[src/rtl/par_pkg.sv]
`default_nettype none
// ============================================================================
// Module   : par_pkg
// Purpose  : Shared definitions for the parity-framing arbiter: FSM state
//            encoding and the parity-mode constants used by par_gen and
//            par_gen_arb.
// Revision : 1.0 - initial release
// ============================================================================
package par_pkg;

  // Frame life cycle: wait for a requester, build the framed word, offer it.
  typedef enum logic [1:0] {
    ST_IDLE = 2'd0,
    ST_GEN  = 2'd1,
    ST_SEND = 2'd2
  } state_e;

  // Parity mode selector values carried on reqN_odd / par_gen.p.
  localparam logic PAR_EVEN = 1'b0;
  localparam logic PAR_ODD  = 1'b1;

endpackage : par_pkg
`default_nettype wire

[src/rtl/par_gen.sv]
`default_nettype none
// ============================================================================
// Module   : par_gen
// Purpose  : Combinational parity generator. Prepends a parity bit to a 7-bit
//            payload so that the 8-bit word has an even (p = PAR_EVEN) or odd
//            (p = PAR_ODD) number of ones.
// Ports    : p      in  1  parity mode
//            tt_in  in  7  payload
//            pdata  out 8  {parity, payload}
// Revision : 1.0 - initial release
// ============================================================================
module par_gen
  import par_pkg::*;
(
  input  logic       p,
  input  logic [6:0] tt_in,
  output logic [7:0] pdata
);

  logic w_parity;

  // Even mode: parity equals the XOR of the payload; odd mode inverts it.
  assign w_parity = (^tt_in) ^ (p == PAR_ODD);
  assign pdata    = {w_parity, tt_in};

endmodule : par_gen
`default_nettype wire

[src/rtl/par_gen_arb.sv]
`default_nettype none
// ============================================================================
// Module   : par_gen_arb
// Purpose  : Two-requester round-robin arbiter that accepts one 7-bit word at
//            a time, frames it with a parity bit (par_gen) and offers it on a
//            valid/ready output port. Counts completed output transfers.
// Ports    : clk, rst_n                      clock, synchronous active-low reset
//            reqN_valid/data/odd/ready (N=0,1) requester handshakes
//            out_valid/data/src/ready         framed-word output handshake
//            frame_cnt                        completed transfers (wraps)
// Revision : 1.0 - initial release
// ============================================================================
module par_gen_arb
  import par_pkg::*;
#(
  parameter int CNT_W = 16
) (
  input  logic             clk,
  input  logic             rst_n,
  input  logic             req0_valid,
  input  logic [6:0]       req0_data,
  input  logic             req0_odd,
  output logic             req0_ready,
  input  logic             req1_valid,
  input  logic [6:0]       req1_data,
  input  logic             req1_odd,
  output logic             req1_ready,
  output logic             out_valid,
  output logic [7:0]       out_data,
  output logic             out_src,
  input  logic             out_ready,
  output logic [CNT_W-1:0] frame_cnt
);

  state_e             state_q,     state_d;
  logic               ptr_q,       ptr_d;
  logic [6:0]         hold_data_q, hold_data_d;
  logic               hold_odd_q,  hold_odd_d;
  logic               hold_src_q,  hold_src_d;
  logic               out_valid_q, out_valid_d;
  logic [7:0]         out_data_q,  out_data_d;
  logic               out_src_q,   out_src_d;
  logic [CNT_W-1:0]   frame_cnt_q, frame_cnt_d;

  logic               w_any_valid;
  logic               w_grant1;
  logic               w_idle;
  logic [7:0]         w_pdata;

  par_gen u_par_gen (
    .p     (hold_odd_q),
    .tt_in (hold_data_q),
    .pdata (w_pdata)
  );

  // Requester 1 wins when it is the only one valid, or when both are valid
  // and the round-robin pointer points at it.
  assign w_any_valid = req0_valid | req1_valid;
  assign w_grant1    = req1_valid & (~req0_valid | ptr_q);
  assign w_idle      = rst_n & (state_q == ST_IDLE);

  assign req0_ready  = w_idle & w_any_valid & ~w_grant1;
  assign req1_ready  = w_idle & w_grant1;

  always_comb begin
    state_d     = state_q;
    ptr_d       = ptr_q;
    hold_data_d = hold_data_q;
    hold_odd_d  = hold_odd_q;
    hold_src_d  = hold_src_q;
    out_valid_d = out_valid_q;
    out_data_d  = out_data_q;
    out_src_d   = out_src_q;
    frame_cnt_d = frame_cnt_q;

    case (state_q)
      ST_IDLE: begin
        if (w_any_valid) begin
          hold_data_d = w_grant1 ? req1_data : req0_data;
          hold_odd_d  = w_grant1 ? req1_odd  : req0_odd;
          hold_src_d  = w_grant1;
          ptr_d       = ~w_grant1;  // next contest favours the loser
          state_d     = ST_GEN;
        end
      end
      ST_GEN: begin
        out_data_d  = w_pdata;
        out_src_d   = hold_src_q;
        out_valid_d = 1'b1;
        state_d     = ST_SEND;
      end
      ST_SEND: begin
        if (out_ready) begin
          out_valid_d = 1'b0;
          frame_cnt_d = frame_cnt_q + CNT_W'(1);  // free-running wrap
          state_d     = ST_IDLE;
        end
      end
      default: begin
        state_d = ST_IDLE;
      end
    endcase
  end

  always_ff @(posedge clk) begin
    if (!rst_n) begin
      state_q     <= ST_IDLE;
      ptr_q       <= 1'b0;
      hold_data_q <= 7'd0;
      hold_odd_q  <= PAR_EVEN;
      hold_src_q  <= 1'b0;
      out_valid_q <= 1'b0;
      out_data_q  <= 8'd0;
      out_src_q   <= 1'b0;
      frame_cnt_q <= '0;
    end else begin
      state_q     <= state_d;
      ptr_q       <= ptr_d;
      hold_data_q <= hold_data_d;
      hold_odd_q  <= hold_odd_d;
      hold_src_q  <= hold_src_d;
      out_valid_q <= out_valid_d;
      out_data_q  <= out_data_d;
      out_src_q   <= out_src_d;
      frame_cnt_q <= frame_cnt_d;
    end
  end

  assign out_valid = out_valid_q;
  assign out_data  = out_data_q;
  assign out_src   = out_src_q;
  assign frame_cnt = frame_cnt_q;

endmodule : par_gen_arb
`default_nettype wire

[config.mk]
export PLATFORM = sky130hd
export DESIGN_NAME = par_gen_arb
export DESIGN_NICKNAME = d
export VERILOG_FILES = /design/src/rtl/par_pkg.sv /design/src/rtl/par_gen.sv /design/src/rtl/par_gen_arb.sv
export SDC_FILE = /design/constraint.sdc
export NUM_CORES = 1
export LEC_CHECK = 0
export CAP_MARGIN = 20
export CORE_MARGIN = 1
export CORE_UTILIZATION = 49
export CTS_CLUSTER_DIAMETER = 200
export DETAILED_ROUTE_END_ITERATION = 8
export PLACE_DENSITY = 0.93
export SKIP_LAST_GASP = 1
export SLEW_MARGIN = 30
export SYNTH_ARGS = -nofsm -noshare
export SYNTH_HDL_FRONTEND = slang
export SYNTH_SLANG_ARGS = --single-unit
[constraint.sdc]
create_clock -name clk -period 2.2 [get_ports clk]
set_input_delay 0.22 -clock clk [delete_from_list [all_inputs] [get_ports clk]]
set_output_delay 0.22 -clock clk [all_outputs]
set_load 0.03 [all_outputs]
==> summary.txt <==
Logic synthesis
  • Avg Synthesized Cell Area: 8.75 µm²
  • Post-synth EDFFs: 0
  • Synth async-reset ratio: 0%
  • Top cell type's share of synthesized area: between 40 and 50%
  • Ys flop type: dfxtp_1
  • Yosys warns: 0
  • Synthesized area: approximately 1600 µm²
  • Cell with the most instances after synthesis: dfxtp_1
  • Area contributors post-synth: dfxtp_1 (47%), xnor2_1 (6.0%), a21oi_1 (5.9%), nor2_1 (5.1%), a222oi_1 (5.0%)
  • Post-Synthesis Net Count: 206
  • Syn Inst Count: 184
  • Top cells by count, synth: dfxtp_1 (38), nor2_1 (22), nand2_1 (21), a21oi_1 (19), xnor2_1 (11)
  • Yosys reg bits: 38
  • Library cells used by synthesis: 35
  • Cell taking the most area after synthesis: dfxtp_1
  • Sequential-to-total area share from yosys stat: ~47%

Critical path
  • Worst Path Required: 1.98 ns
  • Crit path largest cell delay: 0.73 ns
  • CP Max Fanout: 8
  • Worst Path Arrival: 1.60 ns
  • Critical Path Source Type: register
  • Crit path depth: 1
  • Worst path cell trace: clkdlybuf4s50_1
  • Critical Path End Type: output port
  • CP Class: register to output port
  • Crit-path slowest cell: clkdlybuf4s50_1
  • Delay-heaviest family, CP: buffers and inverters
  • Buf+Inv Stages, Crit Path: 1
  • Worst Reg2Reg Path Length in Cells: 4

Routing
  • Via count: between 1500 and 2000
  • DR top layer: met4
  • M1 WL: approximately 1500 µm
  • Final WL: 3640 µm
  • First drt pass iteration count: 5
  • WL met3: 246 µm
  • Initial DRC count: 127
  • Via density: around 5.4
  • Final ANT Viol Nets: 0
  • Post-route DRC: 0
  • DR WL/cell: 13.0 µm
  • Met2 routed wirelength: 1860 µm

GRT
  • Grt total ovfl: 0
  • First-pass GRT wire length: 5950 µm
  • Number of global-route vias before repair: between 1000 and 1500
  • Initial antenna violation count: 0
  • GRT Util Overall: 22.5%
  • Largest net degree at the start of global routing: 20

STA
  • F_max: roughly 550 MHz
  • Minimum clock period: about 1.8 ns
  • RSZ-0062 raised after global routing: no
  • Fin crit share: 83.0%
  • Slew headroom: 56.3%
  • Final Hold Violating Endpoints: 0
  • Slew Viols, Final: 0
  • Slew @ Worst Pin: 0.654 ns
  • Final setup vio count: 0
  • Final Skew: 0.00548 ns
  • Sum Neg Setup Slack: 0 ns

Die
  • Row Count: 20
  • Die span in x: 59.3 µm
  • Die area: 3520 µm²
  • Boundary Pins: between 40 and 50
  • Starting Density: 52.3%
  • Die Ht: 59.3 µm
  • Core Area: 3080 µm²

Layout
  • Ant diodes: 0
  • Multi-input logic area: ~800 µm²
  • Design area: 2210 µm²
  • Layout area overhead: 37.5%
  • Fillers: 252
  • Final cell count without fillers: 280
  • FF+latch area: 761 µm²
  • Layout net count: 257
  • Layout cell share with drive strength beyond 1: about 8.9%

Pwr
  • Pwr dens: 618 nW/µm²
  • Worst vdd ir: roughly 0.00053 V
  • Leakage: slightly above 0.8 nW

Clocking
  • CTS tree: done
  • Worst-path clk slew: 0.11 ns
  • H-tree depth: 2
  • Root Buffer: clkbuf_4
  • Num CTS Buffers: 5
  • Skew-Pair Late Insertion Delay: 0.35 ns
  • Clock Sinks: 38
  • Max Root-Sink Buffers: 2
  • CTS Hold Buffers Added: 0

Place
  • PortBufs: 48
  • Final RePlAce weighted congestion: 0.796
  • Post-DP HPWL: 2680 µm
  • Area after DPL: 2150 µm²
  • Placed Instances: 272

Flow run
  • Maxcap violations: 0

Min path
  • Min-Delay Path Class: register to register
  • Worst hold path depth: 2

Status
  • Status: finished, final reports clean
worst reg2reg max path, delay by kind of cell, from the launching register on:
family	cells	cell delay, ns
compound gates	1	0.14
simple gates	3	0.98
flops	1	0.45
registers in the layout, summed over array words and instances, names as in the netlist:
register	count
hold_src_q	1
hold_data_q	7
out_src	1
out_data	8
ptr_q	1
out_valid	1
frame_cnt	16
state_q	2
hold_odd_q	1
path summary, 6_finish.rpt:
check / startpoint / endpoint / slack [ns]
setup / recovery: frame_cnt[2]$_SDFFE_PN0P_ / frame_cnt[2] / 0.38
hold / removal: out_src$_SDFFE_PN0P_ / out_src$_SDFFE_PN0P_ / 0.46
setup reg to reg: frame_cnt[4]$_SDFFE_PN0P_ / frame_cnt[13]$_SDFFE_PN0P_ / 0.56
hold reg to reg: out_src$_SDFFE_PN0P_ / out_src$_SDFFE_PN0P_ / 0.46
cells by family (layout without fill, tap and decap cells):
logic type,Yosys count,in the layout,synth area share [%]
and+or+nand+nor,80,80,25.3
xor gates and xnor gates,15,15,8.16
DFF,38,38,47.2
AOI/OAI and AO/OA,35,35,13.9
muxes,2,2,1.24
adders and majority gates,1,1,0.777
buffers and inverters,13,65,3.34
area by class of cell:
| class | instances | area share [%] |
|---|---|---|
| tap | 44 | 2.49 |
| inverter | 3 | 0.509 |
| clock buffer | 7 | 2.49 |
| timing repair buffer | 54 | 24.0 |
| clock inverter | 1 | 0.226 |
| sequential | 38 | 34.4 |
| multi-input combinational | 133 | 36.0 |
power breakdown:
part,switching (mW),internal [mW]
Sequential,0.0285,0.719
Combinational,0.116,0.122
Clock,0.228,0.155
through the flow:
| stage | power, mW | hold slack, ns | util, % | setup slack, ns |
|---|---|---|---|---|
| detailed placement | 1.00 | 0.446 | 69.8 | 0.282 |
| global placement | 0.992 | 0.442 | 69.8 | 0.307 |
| floorplan | 0.901 | 0.358 | - | 0.453 |
| CTS | 1.37 | 0.461 | 71.7 | 0.0170 |
| finish | 1.37 | 0.459 | 71.9 | 0.375 |
| global route | 1.44 | 0.482 | 71.9 | 0.271 |
routing by layer:
layer,vias to the layer above,track usage [%]
met3,5,7.21
li1,752,-
met2,51,38.8
met4,0,10.2
met5,-,0
met1,706,25.1
placed cells by master, fill, tap and decap left out, types with 3 or more instances in the layout:
master           Yosys  layout
xor2_1               4       4
dfxtp_1             38      38
a21oi_1             19      19
clkbuf_4             0       5
nand2_1             21      21
clkdlybuf4s50_1      0      46
or3_1                3       3
o21ai_0              5       5
a222oi_1             8       8
nand2b_1             3       3
xnor2_1             11      11
nor2_1              22      22
buf_4                1       6
nand3_1              6       6
nand4_1              4       4
nor3_1               4       4
repair_timing:
item                                    in CTS  in global routing
hold endpoints to repair                     0                  0
resized for setup                            0                  2
endpoints found under the setup margin       0                  2
buffers inserted                             0                  0
No activity file was read; power rests on OpenSTA's default activity.
